--- src/rtl/servant_uart_pkg.sv ---
// Shared constants for the servant UART blocks: register map, STATUS/DATA bit
// positions and receiver state encodings.
package servant_uart_pkg;

    localparam logic REG_DATA   = 1'b0;
    localparam logic REG_STATUS = 1'b1;

    localparam int STAT_NOT_EMPTY = 0;
    localparam int STAT_FULL      = 1;
    localparam int STAT_OVERRUN   = 2;
    localparam int STAT_FRAME_ERR = 3;
    localparam int STAT_COUNT_LSB = 8;

    localparam int DATA_VALID_BIT = 9;

    typedef enum logic [1:0] {
        RX_IDLE  = 2'd0,
        RX_START = 2'd1,
        RX_DATA  = 2'd2,
        RX_STOP  = 2'd3
    } rx_state_e;

endpackage

--- src/rtl/servant_uart_rx_if.sv ---
// Wishbone slave bundle for the UART receiver register window.
interface servant_uart_rx_if;
    logic        adr;
    logic [31:0] dat;
    logic        we;
    logic        cyc;
    logic [31:0] rdt;
    logic        ack;

    modport master (output adr, dat, we, cyc, input rdt, ack);
    modport slave  (input adr, dat, we, cyc, output rdt, ack);
endinterface

--- src/rtl/servant_sync_fifo.sv ---
// Single-clock FIFO with occupancy count; head is the oldest entry.
module servant_sync_fifo #(
    parameter int WIDTH = 8,
    parameter int DEPTH = 16,
    localparam int AW   = $clog2(DEPTH)
) (
    input  logic             clk,
    input  logic             srst,
    input  logic             push,
    input  logic [WIDTH-1:0] push_data,
    input  logic             pop,
    output logic [WIDTH-1:0] head,
    output logic             full,
    output logic             empty,
    output logic [AW:0]      count
);
    localparam logic [AW:0] FULL_COUNT = (AW+1)'(DEPTH);

    logic [WIDTH-1:0] mem [DEPTH];
    logic [AW-1:0]    wr_ptr_reg;
    logic [AW-1:0]    rd_ptr_reg;
    logic [AW:0]      count_reg;
    logic             push_ok;
    logic             pop_ok;

    assign empty   = (count_reg == '0);
    assign full    = (count_reg == FULL_COUNT);
    assign pop_ok  = pop && !empty;
    // A full FIFO still takes a push when an entry leaves in the same cycle.
    assign push_ok = push && (!full || pop_ok);

    always_ff @(posedge clk) begin
        if (push_ok) begin
            mem[wr_ptr_reg] <= push_data;
        end
    end

    always_ff @(posedge clk) begin
        if (srst) begin
            wr_ptr_reg <= '0;
            rd_ptr_reg <= '0;
            count_reg  <= '0;
        end else begin
            if (push_ok) wr_ptr_reg <= wr_ptr_reg + 1'b1;
            if (pop_ok)  rd_ptr_reg <= rd_ptr_reg + 1'b1;
            case ({push_ok, pop_ok})
                2'b10:   count_reg <= count_reg + 1'b1;
                2'b01:   count_reg <= count_reg - 1'b1;
                default: count_reg <= count_reg;
            endcase
        end
    end

    assign head  = mem[rd_ptr_reg];
    assign count = count_reg;

endmodule

--- src/rtl/servant_uart_rx.sv ---
// 8N1 UART receiver with a receive FIFO behind a Wishbone DATA/STATUS window.
module servant_uart_rx
    import servant_uart_pkg::*;
#(
    parameter int CLKS_PER_BIT = 278,
    parameter int FIFO_DEPTH   = 16,
    parameter int AW           = $clog2(FIFO_DEPTH)
) (
    input  logic              i_wb_clk,
    input  logic              i_wb_rst,
    input  logic              i_rx,
    servant_uart_rx_if.slave  wb,
    output logic              o_irq
);
    localparam int CW = $clog2(CLKS_PER_BIT);
    localparam logic [CW-1:0] CNT_HALF = CW'(CLKS_PER_BIT / 2);
    localparam logic [CW-1:0] CNT_LAST = CW'(CLKS_PER_BIT - 1);

    logic [1:0]    sync_reg;
    logic          rx_s;
    rx_state_e     state_reg, state_next;
    logic [CW-1:0] cnt_reg, cnt_next;
    logic [2:0]    bit_idx_reg, bit_idx_next;
    logic [7:0]    shift_reg, shift_next;
    logic          stop_sample;

    logic          overrun_reg, frame_err_reg, irq_reg;
    logic          ack_reg, pop_pend_reg;
    logic [1:0]    clr_pend_reg;
    logic [31:0]   rdt_reg;
    logic [31:0]   data_word, status_word;

    logic          fifo_push, fifo_pop, fifo_full, fifo_empty;
    logic [7:0]    fifo_head;
    logic [AW:0]   fifo_count;
    logic          set_overrun, set_frame_err;
    logic          unused_dat;

    always_ff @(posedge i_wb_clk) begin
        if (i_wb_rst) sync_reg <= 2'b11;
        else          sync_reg <= {sync_reg[0], i_rx};
    end
    assign rx_s = sync_reg[1];

    always_ff @(posedge i_wb_clk) begin
        if (i_wb_rst) begin
            state_reg   <= RX_IDLE;
            cnt_reg     <= '0;
            bit_idx_reg <= '0;
            shift_reg   <= '0;
        end else begin
            state_reg   <= state_next;
            cnt_reg     <= cnt_next;
            bit_idx_reg <= bit_idx_next;
            shift_reg   <= shift_next;
        end
    end

    always_comb begin
        state_next   = state_reg;
        cnt_next     = cnt_reg + 1'b1;
        bit_idx_next = bit_idx_reg;
        shift_next   = shift_reg;
        stop_sample  = 1'b0;
        case (state_reg)
            RX_IDLE: begin
                cnt_next     = '0;
                bit_idx_next = '0;
                if (!rx_s) state_next = RX_START;
            end
            RX_START: begin
                // A line that is high again at mid start bit was only a glitch.
                if (cnt_reg == CNT_HALF) begin
                    cnt_next   = '0;
                    state_next = rx_s ? RX_IDLE : RX_DATA;
                end
            end
            RX_DATA: begin
                if (cnt_reg == CNT_LAST) begin
                    cnt_next     = '0;
                    shift_next   = {rx_s, shift_reg[7:1]};
                    bit_idx_next = bit_idx_reg + 1'b1;
                    if (bit_idx_reg == 3'd7) state_next = RX_STOP;
                end
            end
            RX_STOP: begin
                if (cnt_reg == CNT_LAST) begin
                    cnt_next    = '0;
                    stop_sample = 1'b1;
                    state_next  = RX_IDLE;
                end
            end
            default: state_next = RX_IDLE;
        endcase
    end

    assign fifo_pop      = ack_reg && pop_pend_reg;
    assign fifo_push     = stop_sample && rx_s && (!fifo_full || fifo_pop);
    assign set_overrun   = stop_sample && rx_s && fifo_full && !fifo_pop;
    assign set_frame_err = stop_sample && !rx_s;

    servant_sync_fifo #(
        .WIDTH (8),
        .DEPTH (FIFO_DEPTH)
    ) u_fifo (
        .clk       (i_wb_clk),
        .srst      (i_wb_rst),
        .push      (fifo_push),
        .push_data (shift_reg),
        .pop       (fifo_pop),
        .head      (fifo_head),
        .full      (fifo_full),
        .empty     (fifo_empty),
        .count     (fifo_count)
    );

    always_comb begin
        data_word   = '0;
        status_word = '0;
        if (!fifo_empty) begin
            data_word[DATA_VALID_BIT] = 1'b1;
            data_word[7:0]            = fifo_head;
        end
        status_word[STAT_NOT_EMPTY]            = !fifo_empty;
        status_word[STAT_FULL]                 = fifo_full;
        status_word[STAT_OVERRUN]              = overrun_reg;
        status_word[STAT_FRAME_ERR]            = frame_err_reg;
        status_word[STAT_COUNT_LSB +: AW + 1]  = fifo_count;
    end

    // The access is decoded at request time; its pop/clear lands in the ack cycle.
    always_ff @(posedge i_wb_clk) begin
        if (i_wb_rst) begin
            ack_reg      <= 1'b0;
            rdt_reg      <= '0;
            pop_pend_reg <= 1'b0;
            clr_pend_reg <= 2'b00;
        end else begin
            ack_reg      <= wb.cyc && !ack_reg;
            rdt_reg      <= '0;
            pop_pend_reg <= 1'b0;
            clr_pend_reg <= 2'b00;
            if (wb.cyc && !ack_reg) begin
                if (wb.we) begin
                    if (wb.adr == REG_STATUS)
                        clr_pend_reg <= {wb.dat[STAT_FRAME_ERR], wb.dat[STAT_OVERRUN]};
                end else if (wb.adr == REG_DATA) begin
                    rdt_reg      <= data_word;
                    pop_pend_reg <= !fifo_empty;
                end else begin
                    rdt_reg <= status_word;
                end
            end
        end
    end

    always_ff @(posedge i_wb_clk) begin
        if (i_wb_rst) begin
            overrun_reg   <= 1'b0;
            frame_err_reg <= 1'b0;
            irq_reg       <= 1'b0;
        end else begin
            overrun_reg   <= set_overrun   || (overrun_reg   && !(ack_reg && clr_pend_reg[0]));
            frame_err_reg <= set_frame_err || (frame_err_reg && !(ack_reg && clr_pend_reg[1]));
            irq_reg       <= !fifo_empty;
        end
    end

    assign unused_dat = ^{wb.dat[31:4], wb.dat[1:0]};
    assign wb.ack     = ack_reg;
    assign wb.rdt     = rdt_reg;
    assign o_irq      = irq_reg;

endmodule

--- src/flat_wrapper.sv ---
// flat-port wrapper written by rule: the top's interface ports become plain ports
module servant_uart_rx_flat import servant_uart_pkg::*;
#(
    parameter int CLKS_PER_BIT = 278,
    parameter int FIFO_DEPTH   = 16,
    parameter int AW           = $clog2(FIFO_DEPTH)
)
  (i_wb_clk, i_wb_rst, i_rx, o_irq, wb_adr, wb_dat, wb_we, wb_cyc, wb_rdt, wb_ack);
  servant_uart_rx_if wb_i ();
  input  logic i_wb_clk;
  input  logic i_wb_rst;
  input  logic i_rx;
  output logic o_irq;
  input wire logic [$bits(wb_i.adr)-1:0] wb_adr;
  input wire logic [$bits(wb_i.dat)-1:0] wb_dat;
  input wire logic [$bits(wb_i.we)-1:0] wb_we;
  input wire logic [$bits(wb_i.cyc)-1:0] wb_cyc;
  output wire logic [$bits(wb_i.rdt)-1:0] wb_rdt;
  output wire logic [$bits(wb_i.ack)-1:0] wb_ack;
  assign wb_i.adr = wb_adr;
  assign wb_i.dat = wb_dat;
  assign wb_i.we = wb_we;
  assign wb_i.cyc = wb_cyc;
  assign wb_rdt = wb_i.rdt;
  assign wb_ack = wb_i.ack;
  servant_uart_rx #(.CLKS_PER_BIT(CLKS_PER_BIT), .FIFO_DEPTH(FIFO_DEPTH), .AW(AW)) u_core (.i_wb_clk(i_wb_clk), .i_wb_rst(i_wb_rst), .i_rx(i_rx), .wb(wb_i), .o_irq(o_irq));
endmodule
--- config.mk ---
export PLATFORM = sky130hd
export DESIGN_NAME = servant_uart_rx_flat
export DESIGN_NICKNAME = d
export VERILOG_FILES = /design/src/rtl/servant_uart_pkg.sv /design/src/rtl/servant_uart_rx_if.sv /design/src/rtl/servant_sync_fifo.sv /design/src/rtl/servant_uart_rx.sv /design/src/flat_wrapper.sv
export SDC_FILE = /design/constraint.sdc
export NUM_CORES = 1
export LEC_CHECK = 0
export ABC_AREA = 1
export CAP_MARGIN = 30
export CORE_UTILIZATION = 40
export DETAILED_ROUTE_END_ITERATION = 16
export PLACE_DENSITY_LB_ADDON = 0.3
export SYNTH_ARGS = -nofsm -noshare
export SYNTH_HDL_FRONTEND = slang
export SYNTH_SLANG_ARGS = --single-unit
--- constraint.sdc ---
create_clock -name i_wb_clk -period 2.5 [get_ports i_wb_clk]
set_input_delay 0.5 -clock i_wb_clk [delete_from_list [all_inputs] [get_ports i_wb_clk]]
set_output_delay 0.5 -clock i_wb_clk [all_outputs]
set_load 0.01 [all_outputs]
==> flow_metrics.py <==
metrics = {
    "global_routing": {
        "grt_pass1_wl_mm": 25.9,
        "track_usage": 0.172,
        "grt_max_degree": 78,
        "antenna_found_initial": 0,
        "grt_pass1_vias": 4826,
        "grt_overflow": 0,
    },
    "floorplan": {
        "io_pins": 72,
        "core_region_area_um2": 19400,
        "std_cell_rows": 51,
        "dieArea_um2": 20300,
        "fp.dieH_um": 142,
        "die_w_um": 142,
        "start_util": 0.407,
    },
    "cts": {
        "cts.path.max_buffers": 2,
        "cts.sinks": 189,
        "h-tree-depth": 4,
        "cts_buffers": 17,
        "clk_latency_ns": 0.43,
        "postCtsHoldBufs": 0,
        "cts_tree": "done",
        "clk_pin_slew_ns": 0.07,
        "cts_root_buffer": "clkbuf_16",
    },
    "sta": {
        "post-route-period-util": 0.902,
        "fin_ws_ns": 0.244,
        "worst_pin_slew_ns": 0.842,
        "slew_headroom": 0.438,
        "fin_skew_ns": 0.0154,
        "rsz0062_at_grt": "no",
        "fmax_mhz": 443,
        "hold_viol": 0,
        "setup_tns_ns": 0,
        "drv_slew": 0,
        "finalCriticalPeriod_ns": 2.26,
        "setup_violations": 0,
    },
    "detailed_routing": {
        "drt_iter0_markers": 359,
        "wl_per_cell_um": 15.1,
        "routed_via_density": 4.77,
        "drt_wl_total_mm": 16.4,
        "vias": 5173,
        "drcViolationCount": 0,
        "dr.pass1.iters": 5,
        "drtAntennaViolNets": 0,
    },
    "worst_setup_path": {
        "cp-startpoint": "u_core.u_fifo.count[1]",
        "crit_required_ns": 2.87,
        "critPathKind": "register to register",
        "arrival_ns": 2.62,
        "reg2reg_from": "u_core.u_fifo.count[1]",
        "r2r_cells": 17,
        "start_kind": "register",
        "critPathCaptureType": "register",
        "cp_max_fo": 8,
    },
    "synthesis": {
        "yosysSeqAreaShare": 0.642,
        "yosys_register_bits": 189,
        "synth_cell_types": 36,
        "syn-cell-area_um2": 7890,
        "async_flop_share": 0,
        "synth_area_leaders": "edfxtp_1, dfxtp_1, nor2_1",
        "synth_top_area_frac": 0.487,
        "yosysMostFrequentCell": "nor2_1",
        "synth.avg_cell_area_um2": 10.3,
        "syn_inst": 768,
        "synth_edf_count": 128,
        "ys.flop_type": "edfxtp_1",
        "synthTopCellsByCount": "nor2_1, edfxtp_1, nand2_1",
        "yosysWarnings": 0,
        "yosysTopAreaCell": "edfxtp_1",
    },
    "finish": {
        "largest_reg_flops": 128,
        "nets": 857,
        "drive_gt1_frac": 0.111,
        "multiInputGateArea_um2": 2340,
        "fillers": 1833,
        "area.growth.synth_to_final_pct": 13.9,
        "regArea_um2": 5070,
        "antenna_cells": 0,
    },
    "hold_path": {
        "min_path_type": "register to register",
        "worstHoldStart": "u_core.sync_reg[0]",
        "hold_path_depth": 1,
    },
    "placement": {
        "place_congestion": 0.804,
        "dp_hpwl_mm": 10.4,
        "post-place-ws_ns": 0.132,
        "io_buffers": 22,
    },
    "pwr": {
        "p_leak_nw": 3.18,
        "power_density_nw_per_um2": 660,
        "ir_drop_mv": 0.436,
    },
    "flow_run": {
        "max-cap-violations": 0,
    },
    "outcome": {
        "status": "finished clean",
    },
}
==> critical path, cell delays in order, from the launching register on <==
cell,delay [ns]
dfxtp_1,0.36
nor2_1,0.20
nand2_1,0.09
nor2_2,0.17
inv_2,0.06
nand2_1,0.10
inv_2,0.09
ha_2,0.23
xor2_2,0.16
ha_1,0.16
inv_1,0.03
nand2_1,0.09
nand3_1,0.11
nand2_1,0.09
nand2_1,0.04
nand2_1,0.05
nand2_1,0.04
a21oi_1,0.10
==> kinds of logic (layout without fill, tap and decap cells) <==
kind of cell | Yosys count | count (layout) | synth area share
AND/OR/NAND/NOR | 306 | 306 | 0.163
buffers and inverters | 114 | 147 | 0.0715
AO/OA/AOI/OAI | 136 | 136 | 0.0932
adder cells (fa/ha/maj) | 13 | 13 | 0.0206
other | 1 | 19 | 0.000475
flip-flops | 189 | 189 | 0.642
XOR/XNOR | 9 | 9 | 0.00999
==> power breakdown <==
group	total, W	internal, W	switching (W)
Combinational	0.0000841	0.0000278	0.0000562
Clock	0.00254	0.00132	0.00123
Sequential	0.00331	0.00330	0.00000824
==> worst paths after layout <==
kind,to,slack [ns]
worst min-delay path,u_core.sync_reg[1],0.41
worst max-delay path,u_core.u_fifo.count[4],0.24
worst min register to register,u_core.sync_reg[1],0.41
worst max register to register,u_core.u_fifo.count[4],0.24
==> cell type report <==
cell class / instances / share of cell area
Tap cell: 265 / 0.0369
Clock inverter: 14 / 0.0142
Multi-Input combinational cell: 483 / 0.260
Clock buffer: 18 / 0.0477
Timing Repair Buffer: 48 / 0.0490
Inverter: 67 / 0.0285
Sequential cell: 189 / 0.563
==> layer usage <==
layer / vias to the layer above / part of all wire / global-route usage
li1: 2626 / - / -
met1: 2453 / 0.47 / 0.228
met2: 89 / 0.48 / 0.286
met3: 5 / 0.040 / 0.0373
met4: 0 / 0.0061 / 0.0436
met5: - / 0 / 0
==> placed cells by master, fill, tap and decap left out, drive strengths merged, types with 13 or more instances in the layout <==
master	count
dfxtp	61
o21ai	85
conb	19
inv	75
edfxtp	128
nand2	109
nand3	35
clkbuf	18
nor2	146
clkdlybuf4s50	22
o211ai	15
buf	26
ha	13
a21oi	30
==> repair_timing <==
action / CTS / global route
resized for setup: 0 / 3
setup endpoints to repair: 0 / 2
setup buffers: 0 / 0
==> per-stage QoR <==
step	hold slack (ns)	utilization	std cells	power, W	cell area, um^2
global placement	0.403	0.434	1052	0.00346	8430
CTS	0.420	0.463	1084	0.00599	8980
detailed placement	0.401	0.434	1052	0.00346	8430
floorplan	0.389	-	786	0.00346	7960
finish	0.414	0.464	1084	0.00594	8990
global route	0.416	0.464	1084	0.00611	8990
Note: power is estimated with default switching activity, not from simulation.
